### config.mk
export PLATFORM = sky130hd
export DESIGN_NAME = uart_rx_delay_cfg_flat
export DESIGN_NICKNAME = d
export VERILOG_FILES = /design/src/rtl/uart_cfg_pkg.sv /design/src/rtl/uart_rx_delay_cfg_if.sv /design/src/rtl/uart_rx_byte.sv /design/src/rtl/uart_rx_delay_cfg.sv /design/src/flat_wrapper.sv
export SDC_FILE = /design/constraint.sdc
export NUM_CORES = 1
export LEC_CHECK = 0
export CORE_MARGIN = 4
export CORE_UTILIZATION = 55
export DETAILED_ROUTE_END_ITERATION = 10
export GPL_TIMING_DRIVEN = 0
export PLACE_DENSITY = 0.91
export REMOVE_ABC_BUFFERS = 1
export SLEW_MARGIN = 20
export SYNTH_ARGS = -nofsm -noshare
export SYNTH_HDL_FRONTEND = slang
export SYNTH_SLANG_ARGS = --single-unit
### constraint.sdc
create_clock -name I_clk_10M -period 2.5 [get_ports I_clk_10M]
set_clock_uncertainty 0.15 [all_clocks]
set_input_delay 0.5 -clock I_clk_10M [delete_from_list [all_inputs] [get_ports I_clk_10M]]
set_output_delay 0.5 -clock I_clk_10M [all_outputs]
set_load 0.02 [all_outputs]
### src/rtl/uart_cfg_pkg.sv
// Shared constants and types for the AWG delay-configuration UART receiver.
// Frame layout is 64 bits, MSB first: header, board ID, channel, delay.
package uart_cfg_pkg;

  localparam logic [31:0] HDR_WRITE    = 32'h0200_2000;
  localparam logic [31:0] HDR_ADDR_RST = 32'h0200_2001;
  localparam logic [3:0]  CH_BCAST     = 4'hF;

  localparam int HDR_MSB = 63;
  localparam int HDR_LSB = 32;
  localparam int BID_MSB = 31;
  localparam int BID_LSB = 28;
  localparam int CH_MSB  = 27;
  localparam int CH_LSB  = 24;

  typedef enum logic [1:0] {
    RX_IDLE,
    RX_START,
    RX_DATA,
    RX_STOP
  } rx_state_t;

endpackage

### src/rtl/uart_rx_delay_cfg_if.sv
// Write bus from the configuration receiver to the per-channel delay RAMs.
// Channel 0 occupies the LSBs of each flattened vector.
interface uart_rx_delay_cfg_if #(
  parameter int NUM_CH  = 4,
  parameter int ADDR_W  = 11,
  parameter int DELAY_W = 24
);

  logic [NUM_CH-1:0]         wea;
  logic [NUM_CH*ADDR_W-1:0]  waddr;
  logic [NUM_CH*DELAY_W-1:0] wdata;

  modport master (output wea, waddr, wdata);
  modport slave  (input  wea, waddr, wdata);

endinterface

### src/rtl/uart_rx_byte.sv
// 8N1 byte receiver: two-flop input synchroniser plus a mid-bit sampling FSM.
// Emits one-cycle byte-valid or framing-error pulses after the stop sample.
module uart_rx_byte
  import uart_cfg_pkg::*;
#(
  parameter int CLKS_PER_BIT = 10
) (
  input  logic       i_clk,
  input  logic       i_rst_n,
  input  logic       i_rxb,
  output logic [7:0] o_byte,
  output logic       o_byte_vld,
  output logic       o_frame_err
);

  localparam int CNT_W = $clog2(CLKS_PER_BIT);
  localparam logic [CNT_W-1:0] CNT_LAST = CNT_W'(CLKS_PER_BIT - 1);
  localparam logic [CNT_W-1:0] CNT_HALF = CNT_W'(CLKS_PER_BIT / 2 - 1);

  logic [1:0]       r_sync;
  logic             r_prev;
  rx_state_t        r_state, w_state_nxt;
  logic [CNT_W-1:0] r_cnt, w_cnt_nxt;
  logic [2:0]       r_bit, w_bit_nxt;
  logic [7:0]       r_shift, w_shift_nxt;
  logic             r_vld, w_vld_nxt;
  logic             r_ferr, w_ferr_nxt;
  logic             w_rx;

  assign w_rx = r_sync[1];

  always_ff @(posedge i_clk or negedge i_rst_n) begin
    if (!i_rst_n) begin
      r_sync  <= 2'b11;
      r_prev  <= 1'b1;
      r_state <= RX_IDLE;
      r_cnt   <= '0;
      r_bit   <= '0;
      r_shift <= '0;
      r_vld   <= 1'b0;
      r_ferr  <= 1'b0;
    end else begin
      r_sync  <= {r_sync[0], i_rxb};
      r_prev  <= w_rx;
      r_state <= w_state_nxt;
      r_cnt   <= w_cnt_nxt;
      r_bit   <= w_bit_nxt;
      r_shift <= w_shift_nxt;
      r_vld   <= w_vld_nxt;
      r_ferr  <= w_ferr_nxt;
    end
  end

  // A high line at the start-bit centre is a glitch: drop back to idle quietly.
  always_comb begin
    w_state_nxt = r_state;
    w_cnt_nxt   = r_cnt;
    w_bit_nxt   = r_bit;
    w_shift_nxt = r_shift;
    w_vld_nxt   = 1'b0;
    w_ferr_nxt  = 1'b0;
    case (r_state)
      RX_IDLE: begin
        if (!w_rx && r_prev) begin
          w_state_nxt = RX_START;
          w_cnt_nxt   = '0;
        end
      end
      RX_START: begin
        if (r_cnt == CNT_HALF) begin
          w_cnt_nxt   = '0;
          w_bit_nxt   = '0;
          w_state_nxt = w_rx ? RX_IDLE : RX_DATA;
        end else begin
          w_cnt_nxt = r_cnt + 1'b1;
        end
      end
      RX_DATA: begin
        if (r_cnt == CNT_LAST) begin
          w_cnt_nxt   = '0;
          w_shift_nxt = {w_rx, r_shift[7:1]};
          w_bit_nxt   = r_bit + 3'd1;
          if (r_bit == 3'd7) w_state_nxt = RX_STOP;
        end else begin
          w_cnt_nxt = r_cnt + 1'b1;
        end
      end
      RX_STOP: begin
        if (r_cnt == CNT_LAST) begin
          w_cnt_nxt   = '0;
          w_state_nxt = RX_IDLE;
          w_vld_nxt   = w_rx;
          w_ferr_nxt  = !w_rx;
        end else begin
          w_cnt_nxt = r_cnt + 1'b1;
        end
      end
      default: w_state_nxt = RX_IDLE;
    endcase
  end

  assign o_byte      = r_shift;
  assign o_byte_vld  = r_vld;
  assign o_frame_err = r_ferr;

endmodule

### src/rtl/uart_rx_delay_cfg.sv
// AWG delay-configuration receiver: assembles 64-bit UART frames, filters on board ID
// and drives auto-incrementing write strobes into per-channel delay RAMs.
module uart_rx_delay_cfg
  import uart_cfg_pkg::*;
#(
  parameter int CLKS_PER_BIT = 10,
  parameter int NUM_CH       = 4,
  parameter int ADDR_W       = 11,
  parameter int DELAY_W      = 24,
  parameter int TIMEOUT_CLKS = 2000
) (
  input  logic                I_clk_10M,
  input  logic                I_rst_n,
  input  logic                I_rxb,
  input  logic [3:0]          I_board_id,
  uart_rx_delay_cfg_if.master o_wr,
  output logic                O_busy,
  output logic [15:0]         O_frame_cnt,
  output logic [7:0]          O_err_cnt
);

  localparam int IDLE_W = $clog2(TIMEOUT_CLKS + 1);
  localparam logic [IDLE_W-1:0] IDLE_LAST = IDLE_W'(TIMEOUT_CLKS - 1);

  logic [7:0]  w_byte;
  logic        w_byte_vld;
  logic        w_frame_err;

  logic [2:0]        r_byte_cnt;
  logic [55:0]       r_frame;
  logic [IDLE_W-1:0] r_idle;
  logic              w_frame_done;
  logic              w_timeout;
  logic [63:0]       w_frame;
  logic [31:0]       w_hdr;
  logic [3:0]        w_bid;
  logic [3:0]        w_ch;

  logic [NUM_CH-1:0] w_sel, w_tgt, w_wr_mask, w_rst_mask;
  logic              w_dec_err, w_dec_acc;

  logic [NUM_CH-1:0]  r_dec_wr, r_dec_rst;
  logic [DELAY_W-1:0] r_dec_data;
  logic               r_dec_acc;

  logic [ADDR_W-1:0]         r_addr [NUM_CH];
  logic [NUM_CH-1:0]         r_wea;
  logic [NUM_CH*ADDR_W-1:0]  r_waddr;
  logic [NUM_CH*DELAY_W-1:0] r_wdata;
  logic [15:0]               r_frame_cnt;
  logic [7:0]                r_err_cnt;

  uart_rx_byte #(.CLKS_PER_BIT(CLKS_PER_BIT)) u_rx (
    .i_clk       (I_clk_10M),
    .i_rst_n     (I_rst_n),
    .i_rxb       (I_rxb),
    .o_byte      (w_byte),
    .o_byte_vld  (w_byte_vld),
    .o_frame_err (w_frame_err)
  );

  assign w_frame_done = w_byte_vld && (r_byte_cnt == 3'd7);
  assign w_frame      = {r_frame, w_byte};
  assign w_hdr        = w_frame[HDR_MSB:HDR_LSB];
  assign w_bid        = w_frame[BID_MSB:BID_LSB];
  assign w_ch         = w_frame[CH_MSB:CH_LSB];
  assign w_timeout    = (r_byte_cnt != 3'd0) && !w_byte_vld && !w_frame_err &&
                        (r_idle == IDLE_LAST);

  always_ff @(posedge I_clk_10M or negedge I_rst_n) begin
    if (!I_rst_n) begin
      r_byte_cnt <= '0;
      r_frame    <= '0;
      r_idle     <= '0;
    end else begin
      if (w_frame_err || w_timeout) begin
        r_byte_cnt <= '0;
      end else if (w_byte_vld) begin
        r_byte_cnt <= r_byte_cnt + 3'd1;
        r_frame    <= {r_frame[47:0], w_byte};
      end
      if (w_byte_vld || w_frame_err || w_timeout || r_byte_cnt == 3'd0) begin
        r_idle <= '0;
      end else begin
        r_idle <= r_idle + 1'b1;
      end
    end
  end

  // Broadcast selects every channel; an empty target means an out-of-range channel.
  always_comb begin
    w_sel      = '0;
    w_tgt      = '0;
    w_wr_mask  = '0;
    w_rst_mask = '0;
    w_dec_err  = 1'b0;
    w_dec_acc  = 1'b0;
    for (int c = 0; c < NUM_CH; c++) begin
      if (w_ch == 4'(c)) w_sel[c] = 1'b1;
    end
    w_tgt = (w_ch == CH_BCAST) ? '1 : w_sel;
    if (w_frame_done) begin
      if (w_hdr != HDR_WRITE && w_hdr != HDR_ADDR_RST) begin
        w_dec_err = 1'b1;
      end else if (w_bid == I_board_id) begin
        if (w_tgt == '0) begin
          w_dec_err = 1'b1;
        end else begin
          w_dec_acc = 1'b1;
          if (w_hdr == HDR_WRITE) w_wr_mask = w_tgt;
          else                    w_rst_mask = w_tgt;
        end
      end
    end
  end

  always_ff @(posedge I_clk_10M or negedge I_rst_n) begin
    if (!I_rst_n) begin
      r_dec_wr   <= '0;
      r_dec_rst  <= '0;
      r_dec_data <= '0;
      r_dec_acc  <= 1'b0;
    end else begin
      r_dec_wr   <= w_wr_mask;
      r_dec_rst  <= w_rst_mask;
      r_dec_data <= w_frame[DELAY_W-1:0];
      r_dec_acc  <= w_dec_acc;
    end
  end

  // Strobe carries the pre-increment address; the counter advances as the strobe drops.
  always_ff @(posedge I_clk_10M or negedge I_rst_n) begin
    if (!I_rst_n) begin
      r_wea   <= '0;
      r_waddr <= '0;
      r_wdata <= '0;
      for (int c = 0; c < NUM_CH; c++) r_addr[c] <= '0;
    end else begin
      r_wea <= r_dec_wr;
      for (int c = 0; c < NUM_CH; c++) begin
        if (r_dec_wr[c]) begin
          r_waddr[c*ADDR_W +: ADDR_W]   <= r_addr[c];
          r_wdata[c*DELAY_W +: DELAY_W] <= r_dec_data;
        end
        if (r_dec_rst[c])  r_addr[c] <= '0;
        else if (r_wea[c]) r_addr[c] <= r_addr[c] + 1'b1;
      end
    end
  end

  always_ff @(posedge I_clk_10M or negedge I_rst_n) begin
    if (!I_rst_n) begin
      r_frame_cnt <= '0;
      r_err_cnt   <= '0;
    end else begin
      if (r_dec_acc) r_frame_cnt <= r_frame_cnt + 16'd1;
      if ((w_frame_err || w_timeout || w_dec_err) && r_err_cnt != 8'hFF) begin
        r_err_cnt <= r_err_cnt + 8'd1;
      end
    end
  end

  assign o_wr.wea    = r_wea;
  assign o_wr.waddr  = r_waddr;
  assign o_wr.wdata  = r_wdata;
  assign O_busy      = (r_byte_cnt != 3'd0);
  assign O_frame_cnt = r_frame_cnt;
  assign O_err_cnt   = r_err_cnt;

endmodule

### src/flat_wrapper.sv
// flat-port wrapper written by rule: the top's interface ports become plain ports
module uart_rx_delay_cfg_flat import uart_cfg_pkg::*;
#(
  parameter int CLKS_PER_BIT = 10,
  parameter int NUM_CH       = 4,
  parameter int ADDR_W       = 11,
  parameter int DELAY_W      = 24,
  parameter int TIMEOUT_CLKS = 2000
)
  (I_clk_10M, I_rst_n, I_rxb, I_board_id, O_busy, O_frame_cnt, O_err_cnt, o_wr_wea, o_wr_waddr, o_wr_wdata);
  uart_rx_delay_cfg_if #(.NUM_CH(NUM_CH), .ADDR_W(ADDR_W), .DELAY_W(DELAY_W)) o_wr_i ();
  input  logic I_clk_10M;
  input  logic I_rst_n;
  input  logic I_rxb;
  input  logic [3:0] I_board_id;
  output logic O_busy;
  output logic [15:0] O_frame_cnt;
  output logic [7:0] O_err_cnt;
  output wire logic [$bits(o_wr_i.wea)-1:0] o_wr_wea;
  output wire logic [$bits(o_wr_i.waddr)-1:0] o_wr_waddr;
  output wire logic [$bits(o_wr_i.wdata)-1:0] o_wr_wdata;
  assign o_wr_wea = o_wr_i.wea;
  assign o_wr_waddr = o_wr_i.waddr;
  assign o_wr_wdata = o_wr_i.wdata;
  uart_rx_delay_cfg #(.CLKS_PER_BIT(CLKS_PER_BIT), .NUM_CH(NUM_CH), .ADDR_W(ADDR_W), .DELAY_W(DELAY_W), .TIMEOUT_CLKS(TIMEOUT_CLKS)) u_core (.I_clk_10M(I_clk_10M), .I_rst_n(I_rst_n), .I_rxb(I_rxb), .I_board_id(I_board_id), .o_wr(o_wr_i), .O_busy(O_busy), .O_frame_cnt(O_frame_cnt), .O_err_cnt(O_err_cnt));
endmodule
; Word level (Yosys, flattened, before mapping)
; Cells that the tools add are included.
; W data, S select, Z words.
[word_totals]
reg_bits = 337
output_inout_bits = 169
word_cells = 146
[classes]
n_addsub = 10
n_eq_ne = 22
mux = 52
bitwise = 1
reduce_logical = 31
[op_table]
columns = operator, n
row1 = $mux W11, 9
row2 = $ne A32 B26 Y1 const B, 2
row3 = $mux W4, 14
row4 = $add A11 B1 Y11 const B, 5
row5 = $eq A32 B26 Y1 const B, 1
row6 = $add A16 B1 Y16 const B, 1
row7 = $mux W1, 16
row8 = $mux W2, 6
row9 = $mux W3, 4
row10 = $pmux W4 S3, 1
row11 = $reduce_bool A2 Y1, 6
row12 = $eq A11 B11 Y1 const B, 1
row13 = $ne A2 B2 Y1 const B, 5
row14 = $add A8 B1 Y8 const B, 1
row15 = $eq A4 B2 Y1 const B, 2
row16 = $eq A4 B4 Y1 const B, 2
row17 = $logic_not A4 Y1, 2
row18 = $ne A8 B8 Y1 const B, 1
row19 = $pmux W2 S4, 1
row20 = $logic_and A1 B1 Y1, 7
row21 = $add A3 B1 Y3 const B, 2
row22 = $eq A3 B3 Y1 const B, 2
row23 = $pmux W3 S2, 1
row24 = $logic_or A1 B1 Y1, 5
row25 = other kinds (15), 19

; Longest topological paths before layout
; Gate-level depths: netlist of the first run.
[depth]
depth_word = 10
ltp_mapped = 8
mapped_depth_nobuf = 8

; Modules after synthesis
; A second synthesis of the first run with hierarchy kept.
[unflattened]
cells_unflattened = 1049
area_unflattened_um2 = 13222.7
[modules_own_cells]
columns = mod, instances, cells_each, area_each_um2
row1 = uart_rx_delay_cfg, 1, 977, 12213.0
row2 = uart_rx_byte, 1, 72, 1009.7

; Worst setup path after synthesis of the first run
; OpenSTA, ideal clock, no wires.
[synth_timing]
path_type = reg-to-reg
from = reg u_core.r_err_cnt[0], in the netlist u_core.O_err_cnt[0]
to = reg u_core.r_err_cnt[1], in the netlist u_core.O_err_cnt[1]
setup_ns = 0.125
t_arrival_ns = 1.806
required_time_ns = 2.225
slack_ns = 0.419
stages_incl_launch_ff = 7
cell_sequence = dfrtp_1 -> ha_1 -> and3_1 -> and3_1 -> and3_1 -> a31oi_4 -> mux2_4
[synth_between]
elab_chain_len = 2
word_cells_on_any_way = 3
classes_between = add/sub: 1 / eq/ne: 1 / reduce/logical: 1
[synth_lines]
columns = item, line_no
row1 = start: declaration, uart_rx_delay_cfg.sv:51  ; logic [7:0] r_err_cnt;
row2 = start signal: assignment, uart_rx_delay_cfg.sv:158  ; r_err_cnt <= r_err_cnt + 8'd1;
row3 = "parallel branches: the longest is 2 deep, another holds $add A8 B1 Y8", n/a
; Parallel ways; which one is timed is not known.
; A chain may end at the register's enable or synchronous reset.

; Final worst setup path of the first run
[layout_timing]
from = reg u_core.r_wea[0], in the netlist u_core.o_wr.wea[0]
to = out o_wr_wea[0]
[layout_rtl]
columns = item, line_no
row1 = start: declaration, uart_rx_delay_cfg.sv:47  ; logic [NUM_CH-1:0] r_wea;
row2 = start signal: assignment, uart_rx_delay_cfg.sv:139  ; r_wea <= r_dec_wr;
row3 = end: declaration, flat_wrapper.sv:19  ; output wire logic [$bits(o_wr_i.wea)-1:0] o_wr_wea;
; No word-level cell between the ends.

==> run metrics, run 1 <==
Critical Path End Type=output port; total power=11.7 mW; Final Non-Filler Cells=1467; WP data required=1.85 ns; final hold vios=0; clock tree buffer depth=3; period utilization=between 90% and 100%; Vias/cell=5.48; Setup CP Type=flop to output port; Rows=between 50 and 60; Clock Sink Count=337; Die W=162 um; CTS tree=built; CP startpoint kind=flop; max-slew violations=0; Vias=8046; RSZ-0062 raised after global routing=false; status=finished, final reports clean; Async S/R FF share, synth=100%; share of layout cells above drive strength 1=24.7%; first-pass GRT wire length=46900 um; post-route ant nets=0; final setup margin=about 0.22 ns; DRC=0; diodes inserted=0; crit path max fanout=5; leading cell type in the layout, fill and taps excluded=dfrtp_1; ys flop type=dfrtp_1; max_cap viols=0; WL per Instance=~20 um; H-tree Lvls=2; Final setup violation count=0; wirelength, routed=28700 um; met3 Resource Use GR=4.71%; register area share after synthesis=64.3%; pwr dens=707 mW/mm^2; GRT met1 Usage=28.4%; Leak Pwr=around 8 nW; GR Util met2=a little under two fifths; Netlist cell types=46; CP max-delay cell=clkdlybuf4s50_1; Period minus WS final=~2.3 ns; Top Usage Layer GRT=met2; die area=0.0264 mm^2; CP cell instances=clkdlybuf4s50_1; Largest delay share family, worst path=buffers and inverters; GRT overflow=0; Min Hold Slack=0.210 ns; Fillers=1462; GRT Resource Usage Total=~22%; #FFs+latches synth=337; Peak supply drop=0.000667 V; final core utilization=70.5%; Mapped Area=0.0131 mm^2; most frequent cells in the layout=330 x dfrtp_1, 204 x mux2_2, 173 x clkdlybuf4s50_1; Worst-Skew Late Latency=between 0.5 and 0.6 ns; Num CTS Buffers=35; post-placement cell count=1403; Post-Syn Instances=934; Hold Path Class=flop to flop; area grow syn2layout=26.1%; CTS root buffer=clkbuf_16; area of the multi-input gates=0.00451 mm^2; Starting Density=between 50% and 60%; Fmax=0.438 GHz; nets=about 1100; pin count of the biggest net entering global routing=103; CP Buf/Inv Count=1; Worst slew margin=48.8%; Clock Pin Slew Worst Setup and Hold Paths=about 0.06 ns; drt pass-1 iters=4; Final GP Congestion=0.792; Warnings, synthesis=0; Port Buffers=175; core footprint=roughly 0.023 mm^2; detailed placer's ending HPWL=between 15000 and 20000 um; Worst path max stage delay=0.67 ns; total setup buffers inserted after CTS=0; DIE HEIGHT=roughly 160 um; Post-synth EDFFs=0; crit path DAT=1.63 ns; Worst Max-Slew Pin Slew=0.763 ns; Syn Area/Cell=14.0 um^2; pre-CTS setup slack=-0.141 ns; initial antenna violation count=0; I/O Pins=176; Detailed Route Iter0 Violations=between 500 and 600; FF/Latch Area=0.00844 mm^2; vias in the first global route=8760
[synth_stat cells, types with 2 or more instances]
cell / n / share of area, %
xnor2_1: 34 / 2.3
o21ai_0: 21 / 0.80
o21a_1: 6 / 0.34
ha_1: 15 / 1.4
clkbuf_1: 19 / 0.54
inv_1: 11 / 0.31
nand2_1: 47 / 1.3
nor3_1: 9 / 0.34
and3_1: 21 / 1.0
dfstp_2: 3 / 0.60
nor2b_1: 5 / 0.24
nand3b_1: 3 / 0.17
a21oi_1: 14 / 0.53
mux2_2: 204 / 18
nor2_1: 61 / 1.7
nand3_1: 30 / 1.1
buf_1: 6 / 0.17
or3_1: 11 / 0.52
buf_2: 7 / 0.27
nand4_1: 9 / 0.43
dfrtp_1: 334 / 64
nor4_1: 6 / 0.29
mux2i_1: 6 / 0.46
xor2_1: 29 / 1.9
nand2b_1: 2 / 0.095
[registers in the layout, summed over array words and instances, names as in the netlist, 8 cells and up, named ones only]
signal / count
u_core.o_wr.wdata: 96
u_core.r_frame: 56
u_core.o_wr.waddr: 44
u_core.r_addr: 44
u_core.r_dec_data: 24
u_core.O_frame_cnt: 16
u_core.r_idle: 11
u_core.O_err_cnt: 8
u_core.u_rx.o_byte: 8
[routing by layer]
metal	part of all wire, %	up-vias
li1	-	3637
met1	41	4105
met2	51	240
met5	0	-
met3	5.3	64
met4	2.7	0
[power by group]
| part | internal [mW] | switching (mW) | leakage, nW |
|---|---|---|---|
| logic | 0.218 | 0.359 | 2.70 |
| registers | 5.55 | 0.140 | 4.68 |
| clock network | 3.29 | 2.13 | 0.586 |
[kinds of logic after synthesis]
group	count (synthesis)	share of synthesized area, %
xor+xnor	63	4.21
buf+inv	43	1.30
flops	337	64.3
compound gates	53	2.70
mux	211	18.1
simple gates	212	7.92
fa+ha+maj	15	1.43
[per-stage QoR]
step	setup TNS [ns]	area [um^2]
2_1_floorplan	0	13000
3_3_place_gp	-4475.43	15100
3_5_place_dp	-0.771	15300
4_1_cts	0	16500
5_1_grt	0	16500
6_report	0	16500
[cell type report]
cell class | instances | area share [%]
Inverter | 11 | 0.250
Tap cell | 319 | 2.41
Clock inverter | 18 | 1.62
Multi-Input combinational cell | 554 | 27.3
Clock buffer | 45 | 5.64
Sequential cell | 337 | 51.0
Timing Repair Buffer | 183 | 11.7
[repair_timing]
item	in CTS	in global routing
resized for setup	1	0
hold endpoints to repair	77	0
setup endpoints to repair	1	0
hold buffers	1	0
[path summary, 6_finish.rpt]
| kind | start | end | slack [ns] | cells past startpoint |
|---|---|---|---|---|
| max | u_core.o_wr.wea[0]$_DFF_PN0_ | o_wr_wea[0] | 0.22 | 1 |
| min in group asynchronous | I_rst_n | u_core.r_frame[4]$_DFFE_PN0P_ | 0.40 | 2 |
| max in group asynchronous | I_rst_n | u_core.r_dec_wr[1]$_DFF_PN0_ | 0.48 | 4 |
| max reg2reg | u_core.u_rx.r_cnt[1]$_DFFE_PN0P_ | u_core.u_rx.r_bit[1]$_DFFE_PN0P_ | 0.31 | 7 |
| min | u_core.u_rx.r_sync[0]$_DFF_PN1_ | u_core.u_rx.r_sync[1]$_DFF_PN1_ | 0.21 | 0 |
| min reg2reg | u_core.u_rx.r_sync[0]$_DFF_PN1_ | u_core.u_rx.r_sync[1]$_DFF_PN1_ | 0.21 | 0 |
(Power assumes the default switching activity.)
==> run 2: changes to the inputs <==
- SKIP_LAST_GASP: not set -> 1
==> results of run 2 <==
The final DEF is identical to that of run 1; final timing and power are the same.
==> run 3: changes to the inputs <==
- PLACE_DENSITY: 0.91 -> 0.85
==> run metrics, run 3 (synthesized netlist as in run 1, its figures left out) <==
status=finished, final reports clean; Critical Path End Type=output port; R2R setup slack=0.26 ns (-0.05 ns); cells on worst reg2reg path=8 (+1); Gate power share=4.9% (about the same); most frequent cells in the layout=330 x dfrtp_1, 204 x mux2_2, 173 x clkdlybuf4s50_1; P_sw=2.46 mW (-6.5%); max-slew violations=0 (unchanged); hold path cells=0 (unchanged); leading cell type in the layout, fill and taps excluded=dfrtp_1; vias in the first global route=8439 (-3.7%); share of layout cells above drive strength 1=24.4% (-0.28 points); drt pass-1 iters=5 (+1); final hold vios=0 (unchanged); Port Buffers=175 (unchanged); pin count of the biggest net entering global routing=103 (unchanged); max reg flops=96 (unchanged); first-pass GRT wire length=43900 um (-6.4%); Worst path max stage delay=0.68 ns (about the same); Clock Sink Count=337 (unchanged); endpoint of the worst register-to-register path=u_core.u_rx.r_bit[0]$_DFFE_PN0P_; crit path max fanout=5 (unchanged); area grow syn2layout=25.4%; Clock Pin Slew Worst Setup and Hold Paths=0.06 ns (about the same); CP startpoint kind=flop; setup TNS=0 ns (unchanged); GRT overflow=0 (unchanged); Hold Path Class=flop to flop; Clk pwr share=44.1% (-2.3 points); CP Buf/Inv Count=1 (unchanged); CTS tree=built; Reg power frac=50.9% (+2.2 points); Reg-to-Reg Start=u_core.u_rx.r_cnt[1]$_DFFE_PN0P_; GRT met1 Usage=27.5% (-0.92 points); Worst Hold Path EP=u_core.u_rx.r_sync[1]$_DFF_PN1_; Num CTS Buffers=35 (unchanged); wirelength, routed=26900 um (-6.1%); GR Util met2=34.0% (-4.0 points); Peak supply drop=0.000677 V (+1.5%); WL per Instance=18.4 um (-5.9%); critical path depth in cells=1 (unchanged); Period minus WS final=2.28 ns (-0.00737 ns); Starting Density=55.9% (unchanged); CP max-delay cell=clkdlybuf4s50_1; nets=1145 (+0.087%); Final GP Congestion=0.797 (+0.54%); Vias=8018 (-0.35%); Final setup violation count=0 (unchanged); RSZ-0062 raised after global routing=false; final core utilization=70.1% (-0.39 points); Die W=162 um (unchanged); Worst Max-Slew Pin Slew=0.766 ns (+0.00288 ns); CP cell instances=clkdlybuf4s50_1; Worst slew margin=49.0% (+0.11 points); DIE HEIGHT=162 um (unchanged); clock tree buffer depth=3 (unchanged); CTS root buffer=clkbuf_16; Largest delay share family, worst path=buffers and inverters; Setup CP Type=flop to output port; WP data required=1.85 ns (about the same); Top Usage Layer GRT=met2; met3 Resource Use GR=4.45% (-0.25 points); diodes inserted=0 (unchanged); I/O Pins=176 (unchanged); H-tree Lvls=2 (unchanged); fin area=0.0164 mm^2 (-0.55%); Leak Pwr=7.93 nW (-0.45%); sw frac=22.0% (-0.48 points); Rows=56 (unchanged); initial antenna violation count=0 (unchanged); Fmax=0.439 GHz (+0.32%); placed instance area=0.0153 mm^2 (about the same); Vias/cell=5.48 (-0.14%); Worst-Skew Late Latency=0.51 ns (about the same); period utilization=91.1% (-0.29 points); post-route ant nets=0 (unchanged); detailed placer's ending HPWL=17500 um (-3.4%); GRT Resource Usage Total=20.5% (-1.6 points); max_cap viols=0 (unchanged); DRC=0 (unchanged); die area=0.0264 mm^2 (unchanged); Detailed Route Iter0 Violations=539 (+1.3%); core footprint=0.0235 mm^2 (unchanged); crit path DAT=1.63 ns (about the same); pwr dens=680 mW/mm^2 (-3.9%); worst hold start=u_core.u_rx.r_sync[0]$_DFF_PN1_; Int Pwr=8.72 mW (-3.8%)
[run 3: metal layers]
| layer | wire [um] | share of wire, % | vias up |
|---|---|---|---|
| met2 | 13300 | 49 | 226 |
| li1 | - | - | 3629 |
| met4 | 743 | 2.8 | 0 |
| met3 | 1410 | 5.2 | 56 |
| met1 | 11500 | 43 | 4107 |
| met5 | 0 | 0 | - |
[run 3: power groups by stage]
stage | Clock, mW | Sequential [mW] | Combinational, mW
global route | 5.30 | 5.70 | 0.633
finish | 4.93 | 5.69 | 0.553
global placement | 0 | 5.77 | 0.514
floorplan | 0 | 5.76 | 0.287
CTS | 5.05 | 5.69 | 0.560
detailed placement | 0 | 5.78 | 0.557
[run 3: worst max-delay path by stage]
stage,startpoint,end,slack [ns]
6_report,u_core.o_wr.wea[2]$_DFF_PN0_,o_wr_wea[2],0.22
5_1_grt,I_rst_n,u_core.o_wr.wdata[31]$_DFFE_PN0P_,0.07
4_1_cts,I_rst_n,u_core.o_wr.wdata[78]$_DFFE_PN0P_,0.07
3_5_place_dp,I_board_id[0],u_core.O_err_cnt[1]$_DFFE_PN0P_,-0.04
3_3_place_gp,I_rst_n,u_core.o_wr.wdata[31]$_DFFE_PN0P_,-13.33
2_1_floorplan,u_core.u_rx.o_byte_vld$_DFF_PN0_,u_core.r_frame[0]$_DFFE_PN0P_,0.02
[run 3: timing repair]
action / in CTS / in global routing
resized for setup: 1 / 0
setup endpoints to repair: 1 / 93
hold buffers: 1 / 0
hold endpoints to repair: 65 / 0
cloned: 0 / 1
setup buffers: 0 / 0
pin swaps: 0 / 0
[run 3: cell type report]
type,count,area (um^2)
clock inverters,6,58.8
clock buffers,53,1030
repair buffers,184,1960
well taps,319,399
multi-input cells,554,4510
flip-flops and latches,337,8440
inverters,11,41.3
fillers,1524,7030
[run 3: stage by stage]
step / hold WS [ns] / cells / power (mW) / setup slack, ns
floorplan: 0.0544 / 902 / 6.05 / 0.0202
global placement: 0.198 / 1396 / 6.29 / -13.33
detailed placement: 0.197 / 1403 / 6.34 / -0.0394
CTS: 0.204 / 1463 / 11.3 / 0.0722
global route: 0.204 / 1464 / 11.6 / 0.0665
finish: 0.200 / 1464 / 11.2 / 0.223
